--- config.mk ---
export PLATFORM = sky130hd
export DESIGN_NAME = stage2_feeder
export DESIGN_NICKNAME = d
export VERILOG_FILES = /design/src/rtl/stage2_feeder_pkg.sv /design/src/rtl/stage2_feeder_fifo.sv /design/src/rtl/stage2_feeder.sv
export SDC_FILE = /design/constraint.sdc
export NUM_CORES = 1
export LEC_CHECK = 0
export BUFFER_PORTS_ARGS = -buffer_cell sky130_fd_sc_hd__buf_2
export CAP_MARGIN = 30
export CORE_AREA = 5 5 323 325
export DETAILED_ROUTE_END_ITERATION = 8
export DIE_AREA = 0 0 328 330
export PLACE_DENSITY = 0.66
export SLEW_MARGIN = 20
export SYNTH_ARGS = -nofsm -noshare
export SYNTH_HDL_FRONTEND = slang
export SYNTH_SLANG_ARGS = --single-unit
--- constraint.sdc ---
create_clock -name iCLK -period 25.6 [get_ports iCLK]
set_clock_uncertainty 0.05 [all_clocks]
set_input_delay 6.4 -clock iCLK [delete_from_list [all_inputs] [get_ports iCLK]]
set_output_delay 6.4 -clock iCLK [all_outputs]
set_load 0.05 [all_outputs]
--- src/rtl/stage2_feeder_pkg.sv ---
// Shared definitions for the stage-2 feeder: controller state encoding and
// default geometry of the 20-tap psum stage it feeds.
package stage2_feeder_pkg;

    localparam int NTAP_DEF     = 20;
    localparam int DW_DEF       = 32;
    localparam int PIPE_LAT_DEF = 4;
    localparam int FDEPTH_DEF   = 8;

    typedef enum logic [1:0] {
        ST_IDLE   = 2'd0,
        ST_LOAD_W = 2'd1,
        ST_RUN    = 2'd2,
        ST_DRAIN  = 2'd3
    } state_t;

endpackage

--- src/rtl/stage2_feeder_fifo.sv ---
// Result FIFO for the stage-2 feeder: circular buffer with occupancy count,
// simultaneous push and pop allowed, pointers wrap modulo DEPTH.
module feeder_fifo #(
    parameter int DW    = 32,
    parameter int DEPTH = 8,
    localparam int CW   = $clog2(DEPTH + 1)
) (
    input  logic          clk,
    input  logic          rst,
    input  logic          push,
    input  logic [DW-1:0] push_data,
    input  logic          pop,
    output logic [DW-1:0] pop_data,
    output logic          full,
    output logic          empty,
    output logic [CW-1:0] count
);

    localparam int PW = (DEPTH > 1) ? $clog2(DEPTH) : 1;

    logic [DW-1:0] mem_q [DEPTH];
    logic [DW-1:0] mem_d [DEPTH];
    logic [PW-1:0] wr_ptr_q, wr_ptr_d;
    logic [PW-1:0] rd_ptr_q, rd_ptr_d;
    logic [CW-1:0] count_q, count_d;
    logic          do_push, do_pop;

    always_comb begin
        do_pop   = pop && (count_q != '0);
        // A push into a full FIFO is only honoured when a pop frees a slot.
        do_push  = push && ((count_q != CW'(DEPTH)) || do_pop);
        mem_d    = mem_q;
        wr_ptr_d = wr_ptr_q;
        rd_ptr_d = rd_ptr_q;
        count_d  = count_q;
        if (do_push) begin
            mem_d[wr_ptr_q] = push_data;
            wr_ptr_d = (wr_ptr_q == PW'(DEPTH - 1)) ? '0 : wr_ptr_q + 1'b1;
        end
        if (do_pop) begin
            rd_ptr_d = (rd_ptr_q == PW'(DEPTH - 1)) ? '0 : rd_ptr_q + 1'b1;
        end
        case ({do_push, do_pop})
            2'b10:   count_d = count_q + 1'b1;
            2'b01:   count_d = count_q - 1'b1;
            default: count_d = count_q;
        endcase
    end

    always_ff @(posedge clk or posedge rst) begin
        if (rst) begin
            wr_ptr_q <= '0;
            rd_ptr_q <= '0;
            count_q  <= '0;
        end else begin
            wr_ptr_q <= wr_ptr_d;
            rd_ptr_q <= rd_ptr_d;
            count_q  <= count_d;
        end
    end

    always_ff @(posedge clk) begin
        mem_q <= mem_d;
    end

    assign pop_data = mem_q[rd_ptr_q];
    assign full     = (count_q == CW'(DEPTH));
    assign empty    = (count_q == '0);
    assign count    = count_q;

endmodule

--- src/rtl/stage2_feeder.sv ---
// Stage-2 feeder: loads the weight bank, launches activations into the
// fixed-latency psum stage under credit control, and queues returned psums.
module stage2_feeder
    import stage2_feeder_pkg::*;
#(
    parameter int NTAP     = NTAP_DEF,
    parameter int DW       = DW_DEF,
    parameter int PIPE_LAT = PIPE_LAT_DEF,
    parameter int FDEPTH   = FDEPTH_DEF,
    localparam int CRW     = $clog2(FDEPTH + 1)
) (
    input  logic                 iCLK,
    input  logic                 iRST,
    input  logic                 iCfg_start,
    input  logic                 iW_valid,
    output logic                 oW_ready,
    input  logic [DW-1:0]        iW_data,
    input  logic                 iX_valid,
    output logic                 oX_ready,
    input  logic [DW-1:0]        iX_data,
    input  logic                 iDone,
    output logic [DW-1:0]        oX,
    output logic [NTAP*DW-1:0]   oW,
    output logic [DW-1:0]        oPsum,
    input  logic [DW-1:0]        iPsum_res,
    output logic                 oY_valid,
    input  logic                 iY_ready,
    output logic [DW-1:0]        oY_data,
    output logic                 oBusy,
    output state_t               oDbg_state,
    output logic [CRW-1:0]       oDbg_credits
);

    localparam int KW = (NTAP > 1) ? $clog2(NTAP) : 1;

    // Handshakes: a transfer happens on a rising edge where valid and ready
    // are both high; ready never depends combinationally on valid.

    state_t                   state_q, state_d;
    logic [KW-1:0]            k_q, k_d;
    logic [NTAP-1:0][DW-1:0]  w_q, w_d;
    logic [DW-1:0]            x_q, x_d;
    logic                     launch_q, launch_d;
    logic [PIPE_LAT-1:0]      tag_q, tag_d;
    logic [CRW-1:0]           credits_q, credits_d;

    logic                     w_ready, x_ready, w_acc, x_acc;
    logic                     fifo_push, fifo_pop, fifo_full, fifo_empty;
    logic [CRW-1:0]           fifo_count;
    logic [DW-1:0]            fifo_data;

    always_comb begin
        state_d = state_q;
        k_d     = k_q;
        w_d     = w_q;
        w_ready = (state_q == ST_LOAD_W);
        x_ready = (state_q == ST_RUN) && (credits_q != '0);
        w_acc   = iW_valid && w_ready;
        x_acc   = iX_valid && x_ready;
        case (state_q)
            ST_IDLE: begin
                if (iCfg_start) begin
                    state_d = ST_LOAD_W;
                    k_d     = '0;
                end
            end
            ST_LOAD_W: begin
                if (w_acc) begin
                    w_d[k_q] = iW_data;
                    if (k_q == KW'(NTAP - 1)) begin
                        k_d     = '0;
                        state_d = ST_RUN;
                    end else begin
                        k_d = k_q + 1'b1;
                    end
                end
            end
            ST_RUN: begin
                if (iDone) state_d = ST_DRAIN;
            end
            ST_DRAIN: begin
                // The launch register counts as in flight: a sample taken with iDone is still owed.
                if (!launch_q && (tag_q == '0) && (fifo_count == '0)) state_d = ST_IDLE;
            end
            default: state_d = ST_IDLE;
        endcase
    end

    always_comb begin
        x_d       = x_acc ? iX_data : x_q;
        launch_d  = x_acc;
        tag_d     = (tag_q << 1) | PIPE_LAT'(launch_q);
        fifo_push = tag_q[PIPE_LAT-1];
        fifo_pop  = !fifo_empty && iY_ready;
        credits_d = credits_q;
        if (x_acc && !fifo_pop) begin
            credits_d = credits_q - 1'b1;
        end else if (!x_acc && fifo_pop && (credits_q != CRW'(FDEPTH))) begin
            credits_d = credits_q + 1'b1;
        end
    end

    always_ff @(posedge iCLK or posedge iRST) begin
        if (iRST) begin
            state_q   <= ST_IDLE;
            k_q       <= '0;
            w_q       <= '0;
            x_q       <= '0;
            launch_q  <= 1'b0;
            tag_q     <= '0;
            credits_q <= CRW'(FDEPTH);
        end else begin
            state_q   <= state_d;
            k_q       <= k_d;
            w_q       <= w_d;
            x_q       <= x_d;
            launch_q  <= launch_d;
            tag_q     <= tag_d;
            credits_q <= credits_d;
        end
    end

    feeder_fifo #(
        .DW    (DW),
        .DEPTH (FDEPTH)
    ) u_fifo (
        .clk       (iCLK),
        .rst       (iRST),
        .push      (fifo_push),
        .push_data (iPsum_res),
        .pop       (fifo_pop),
        .pop_data  (fifo_data),
        .full      (fifo_full),
        .empty     (fifo_empty),
        .count     (fifo_count)
    );

    // Credits bound the launches, so a returning psum always finds room.
    a_no_push_when_full: assert property (@(posedge iCLK) disable iff (iRST)
        !(fifo_push && fifo_full && !fifo_pop));

    assign oW_ready     = w_ready;
    assign oX_ready     = x_ready;
    assign oX           = x_q;
    assign oW           = w_q;
    assign oPsum        = '0;
    assign oY_valid     = !fifo_empty;
    assign oY_data      = fifo_data;
    assign oBusy        = (state_q != ST_IDLE);
    assign oDbg_state   = state_q;
    assign oDbg_credits = credits_q;

endmodule

# --- Yosys cells after proc, flatten, opt, wreduce, memory -nomap -nowiden ---
# Index checks and enable logic that the tools add are counted.
totals:
  input_bits: 103
  elab_cells: 121
  register_bits: 954
op_classes:
  order_cmp: 5
  eq_ne: 15
  bitwise: 3
  addsub: 7
  muxes: 24
  reduce_logical: 30
op_table:
  columns: ["operator", "count"]
  rows:
  - ["bitwise mux 640 bit", 1]
  - ["bitwise mux 256 bit", 1]
  - ["demux 32 bit (select 5 bit)", 1]
  - ["2-to-1 mux 32 bit", 4]
  - ["binary-select mux 32 bit (select 3 bit)", 1]
  - ["demux 32 bit (select 3 bit)", 1]
  - ["2-to-1 mux 5 bit", 3]
  - ["logical AND 1 bit", 13]
  - ["2-to-1 mux 2 bit", 5]
  - ["case mux 5 bit (2 select lines)", 1]
  - ["adder 4 x 1 -> 4 bit (second input constant)", 2]
  - [">= comparator 4 bit (second input constant)", 2]
  - ["logical NOT 4 bit", 2]
  - ["2-to-1 mux 4 bit", 2]
  - ["inequality test 4 bit (second input constant)", 2]
  - ["NOT 3 -> 4 bit", 2]
  - ["case mux 2 bit (4 select lines)", 1]
  - ["case mux 4 bit (2 select lines)", 1]
  - ["nonzero test 2 bit", 4]
  - ["nonzero test 4 bit", 2]
  - ["subtractor 4 x 1 -> 4 bit (second input constant)", 2]
  - ["adder 3 x 1 -> 3 bit (second input constant)", 2]
  - ["== test 2 bit (second input constant)", 3]
  - ["== test 3 bit (second input constant)", 2]
  - ["other kinds (16)", 24]

# --- Depth between registers and ports, before layout ---
depth:
  ltp_word: 8
  ltp_mapped: 10

# --- Cells and area by module ---
# A second synthesis with hierarchy kept.
unflattened:
  hier_cells: 2067
  area_unflattened_um2: 36667.7
by_module_without_submodules:
  columns: ["module", "instances", "cells_per_inst", "seq_area_each_um2", "area_per_inst_um2"]
  rows:
  - ["stage2_feeder", 1, 1631, 17217.8, 26364.0]
  - ["feeder_fifo", 1, 436, 7937.6, 10303.6]

# --- Worst setup path before layout ---
# Ideal clock, no wire load.
synth_timing:
  path_type: "input to register"
  from: "input port iY_ready"
  to: "register u_fifo.mem_q[224] (netlist name) (enable)"
  cell_stages: 2
  path_slack_ns: 15.485
  path_buffers: 0
  setup_time_ns: 0.501
  required_ns: 25.049
  arrival_ns: 9.564
  path_cell_list: "o21ai_4 nor4_1"
synth_via:
  elab_chain_len: 4
synth_rtl:
  columns: ["item", "line_no", "text"]
  rows:
  - ["start: declaration", "stage2_feeder.sv:27", "input logic iY_ready,"]
  - ["logical AND 1 bit", "stage2_feeder.sv:94", "fifo_pop = !fifo_empty && iY_ready;"]
  - ["logical AND 1 bit", "stage2_feeder_fifo.sv:29", "do_pop = pop && (count_q != '0);"]
  - ["logical OR 1 bit", "stage2_feeder_fifo.sv:31", "do_push = push && ((count_q != CW'(DEPTH)) || do_pop);"]
  - ["logical AND 1 bit", "stage2_feeder_fifo.sv:31", null]
  - ["end signal: assignment", "stage2_feeder_fifo.sv:63", "mem_q <= mem_d;"]
  - ["end: declaration", "stage2_feeder_fifo.sv:21", "logic [DW-1:0] mem_q [DEPTH];"]
# No other way between the ends.
# A chain may end at the register's enable or synchronous reset.

# --- Worst setup path in the final report ---
layout_timing:
  from: "register u_fifo.rd_ptr_q[0]"
  to: "output port oY_data[27]"
layout_via:
  elab_chain_len: 4
layout_rtl:
  columns: ["item", "line_no", "text"]
  rows:
  - ["start: declaration", "stage2_feeder_fifo.sv:24", "logic [PW-1:0] rd_ptr_q, rd_ptr_d;"]
  - ["start signal: assignment", "stage2_feeder_fifo.sv:57", "rd_ptr_q <= rd_ptr_d;"]
  - ["NOT 3 -> 4 bit (not written as such)", "stage2_feeder_fifo.sv:66", "assign pop_data = mem_q[rd_ptr_q];"]
  - ["binary-select mux 32 bit (select 3 bit)", "stage2_feeder_fifo.sv:66", null]
  - ["2-to-1 mux 32 bit (not written as such) (2 in series)", "stage2_feeder_fifo.sv:66", null]
  - ["end: declaration", "stage2_feeder.sv:28", "output logic [DW-1:0] oY_data,"]
# No other way between the ends. The select of a mux whose other input is x is not followed.

==> metrics.md <==
| Metric | Value |
|---|---|
| Outcome | `finished clean` |
| Sequential-to-total area share from yosys stat | `0.688` |
| Vertical extent of the die | `~330 um` |
| Origin of the worst setup path | `u_fifo.rd_ptr_q[0]` |
| Worst hold path startpoint | `tag_q[0]` |
| Area of the multi-input gates | `about 11000 um2` |
| Remaining global-route overflow | `0` |
| # DRC | `0` |
| Data arrival time of the critical path | `3.35 ns` |
| Synth warn | `0` |
| Port buffer count | `816` |
| Adder-cell share of the synthesized area | `0.00637` |
| Area share of the largest cell type after synthesis | `0.477` |
| Element type at the critical path start | `flip-flop` |
| Number of slew-limit violations in the final report | `0` |
| Synthesized area per cell | `17.7 um2` |
| Die Wd | `328 um` |
| Detailed Routing Iterations Pass 1 | `4` |
| Dominant cell by count in the synthesized netlist | `mux2_2` |
| Wire length of the first global-routing pass | `165000 um` |
| TritonCTS clock tree | `done` |
| Max-capacitance violation count | `0` |
| Clk root buf | `clkbuf_16` |
| GPL Wtd Cong | `0.795` |
| Fin crit share | `0.383` |
| Site Rows | `117` |
| Clk_lat worst skew | `0.67 ns` |
| Total Wirelength | `116000 um` |
| Number of synthesized flops with an enable pin | `256` |
| Initial cell density of the core | `0.361` |
| Max FO, Critical Path | `36` |
| Worst hold path type | `reg -> reg` |
| Via total after detailed routing | `21697` |
| Capture point of the worst path | `oY_data[27]` |
| Clock slew seen by the registers of the worst setup and hold paths | `0.06 ns` |
| Most numerous cell types in the synthesized netlist | `mux2_2 (710), dfrtp_1 (697), edfxtp_1 (256)` |
| Reg2reg setup slack | `22.74 ns` |
| Area growth from synthesis to layout | `24.7%` |
| Worst-Margin Slew | `0.916 ns` |
| Hold buffer count at cts | `0` |
| Power per unit of standard cell area | `around 120 nW/um2` |
| Post-CTS setup-driven buffer insertion count | `0` |
| Maximum achievable frequency | `102 MHz` |
| Biggest area consumer among synthesized cells | `dfrtp_1` |
| FF-to-FF Start | `oDbg_state[1]` |
| Total die area | `roughly 110000 um2` |
| Post-synth cell types | `51` |
| Maximum level of the CTS H-tree | `3` |
| Area fraction in and, or, nand and nor cells after synthesis | `0.0119` |
| Max IR drop VDD | `87.5 uV` |
| Clock tree sinks | `954` |
| GR Util All Layers | `0.208` |
| # resized after CTS | `0` |
| Detail Route Antenna Nets | `0` |
| Number of top-level pins | `849` |
| Total negative slack for setup checks | `0 ns` |
| Combinational family with the most area after synthesis | `multiplexers` |
| Area of the core | `101000 um2` |
| Filler Cells Inserted | `8991` |
| Synthesized flop and latch total | `954` |
| Main area contributors after synthesis | `dfrtp_1 (48%), mux2_2 (22%), edfxtp_1 (21%), mux4_2 (3.9%), buf_2 (0.93%)` |
| Half-perimeter wire length after placement | `between 70000 and 80000 um` |
| Cts bufs inserted | `99` |
| Synthesized-area fraction occupied by xor and xnor cells | `0.00144` |
| Most frequently used flop master after synthesis | `dfrtp_1` |
| Share of synthesized area spent on multiplexers | `0.259` |
| Maximum buffer depth of the clock tree | `3` |
| Worst path required time | `roughly 19 ns` |
| Final period demand of the worst path | `9.80 ns` |
| P_leak | `0.0224 uW` |
| Final setup violation count | `0` |
| Final core utilization | `0.451` |
| Pin count of the biggest net entering global routing | `78` |
| Share of cells above drive strength 1 | `0.619` |
| Mapped cell area | `36600 um2` |
| End of the worst register-to-register path | `oW[616]` |
| Relative slew margins | `0.389` |
| Setup repair after global routing missed its margin | `false` |
| Number of antenna violations at the first check in global routing | `13` |
| Async SR Flop Fraction | `0.732` |
| First DRT Iteration DRCs | `1353` |
| Vias per std cell | `5.01` |
| Synth Instances | `2068` |
| Vias in the first global route | `22548` |
| Kind of critical path | `reg -> out` |
| Reg2reg path depth | `6` |
| Sort of element at the end of the critical path | `output pin` |
| Fraction of the mapped netlist area in compound gates | `0.00667` |
| Flip-flop and latch area | `25200 um2` |
| Mean routed wirelength per cell | `26.8 um` |
| Final hold violation count | `0` |
| Number of nets in the layout | `around 3000` |
-- worst max-delay path: stages, from the launching register on --
cell and delay (ns):
dfrtp_4 0.84, buf_4 0.69, mux4_2 0.58, mux2_2 0.31, buf_2 0.22
-- cell usage in the layout (no fill, tap or decap), types with 4 or more instances in the layout --
| cell type | instances |
|---|---|
| buf_2 | 816 |
| mux2_2 | 710 |
| dfrtp_1 | 695 |
| edfxtp_1 | 256 |
| clkbuf_16 | 100 |
| mux4_2 | 64 |
| buf_4 | 37 |
| conb_1 | 32 |
| clkbuf_8 | 21 |
| clkbuf_1 | 21 |
| ha_1 | 17 |
| clkinv_2 | 17 |
| inv_1 | 15 |
| nand2_2 | 13 |
| nand3_1 | 12 |
| nor2_4 | 11 |
| and3_1 | 7 |
| a21oi_1 | 7 |
| bufinv_16 | 7 |
| nor3_1 | 6 |
| o21ai_0 | 6 |
| inv_6 | 6 |
| clkinv_1 | 6 |
| nor2_1 | 5 |
| buf_16 | 5 |
| buf_12 | 5 |
| nor3_2 | 4 |
| nand2_1 | 4 |
| xor2_1 | 4 |
-- power by group --
group          internal, uW  switching (uW)  leakage, uW
Clock                   856             618      0.00166
Sequential             1840             167       0.0116
Combinational           559            1500      0.00907
Total                  3250            2290       0.0224
-- metal layers --
metal	vias to the layer above	wire (um)	GRT usage
met5	-	27	0
met4	4	5050	0.0856
met3	211	9670	0.0648
met2	853	57600	0.349
met1	11521	43600	0.251
li1	9108	-	-
-- through the flow --
stage,cells,setup slack [ns],area [um2],hold slack (ns),total power (uW)
after global placement,4138,15.83,42000,0.305,4080
after global routing,4333,15.55,45600,0.335,5750
after detailed placement,4143,15.84,42100,0.311,4100
final,4335,15.80,45600,0.319,5540
after CTS,4328,15.65,45500,0.324,5590
after floorplan,2099,9.60,36700,0.296,3540
-- registers in the layout (all words and copies together) (netlist names) --
| signal | cells |
|---|---|
| k_q | 5 |
| launch_q | 1 |
| oDbg_credits | 4 |
| oDbg_state | 2 |
| oW | 640 |
| oX | 32 |
| tag_q | 4 |
| u_fifo.count | 4 |
| u_fifo.mem_q | 256 |
| u_fifo.rd_ptr_q | 3 |
| u_fifo.wr_ptr_q | 3 |
-- how the worst min path moves through the flow --
stage	endpoint	depth (start not counted)	slack, ns
final	tag_q[1]	0	0.32
after global routing	tag_q[1]	0	0.34
after CTS	tag_q[1]	0	0.32
after detailed placement	tag_q[1]	0	0.31
after global placement	tag_q[1]	0	0.30
after floorplan	tag_q[3]	0	0.30
-- layout make-up --
class,count,area share
flip-flops and latches,954,0.552
multi-input cells,947,0.235
repair buffers,863,0.101
clock buffers,142,0.0629
well taps,1368,0.0375
clock inverters,43,0.0107
inverters,16,0.00140
diodes,2,0.000110
-- kinds of logic (layout without fill, tap and decap cells) --
logic type | Yosys count | count (layout)
other | 1 | 34
multiplexers | 777 | 777
AND/OR/NAND/NOR | 84 | 84
flip-flops | 954 | 954
adder cells (fa/ha/maj) | 18 | 18
AO/OA/AOI/OAI | 30 | 30
buffers and inverters | 198 | 1064
XOR/XNOR | 6 | 6
Power figures use the tool's default switching activity.
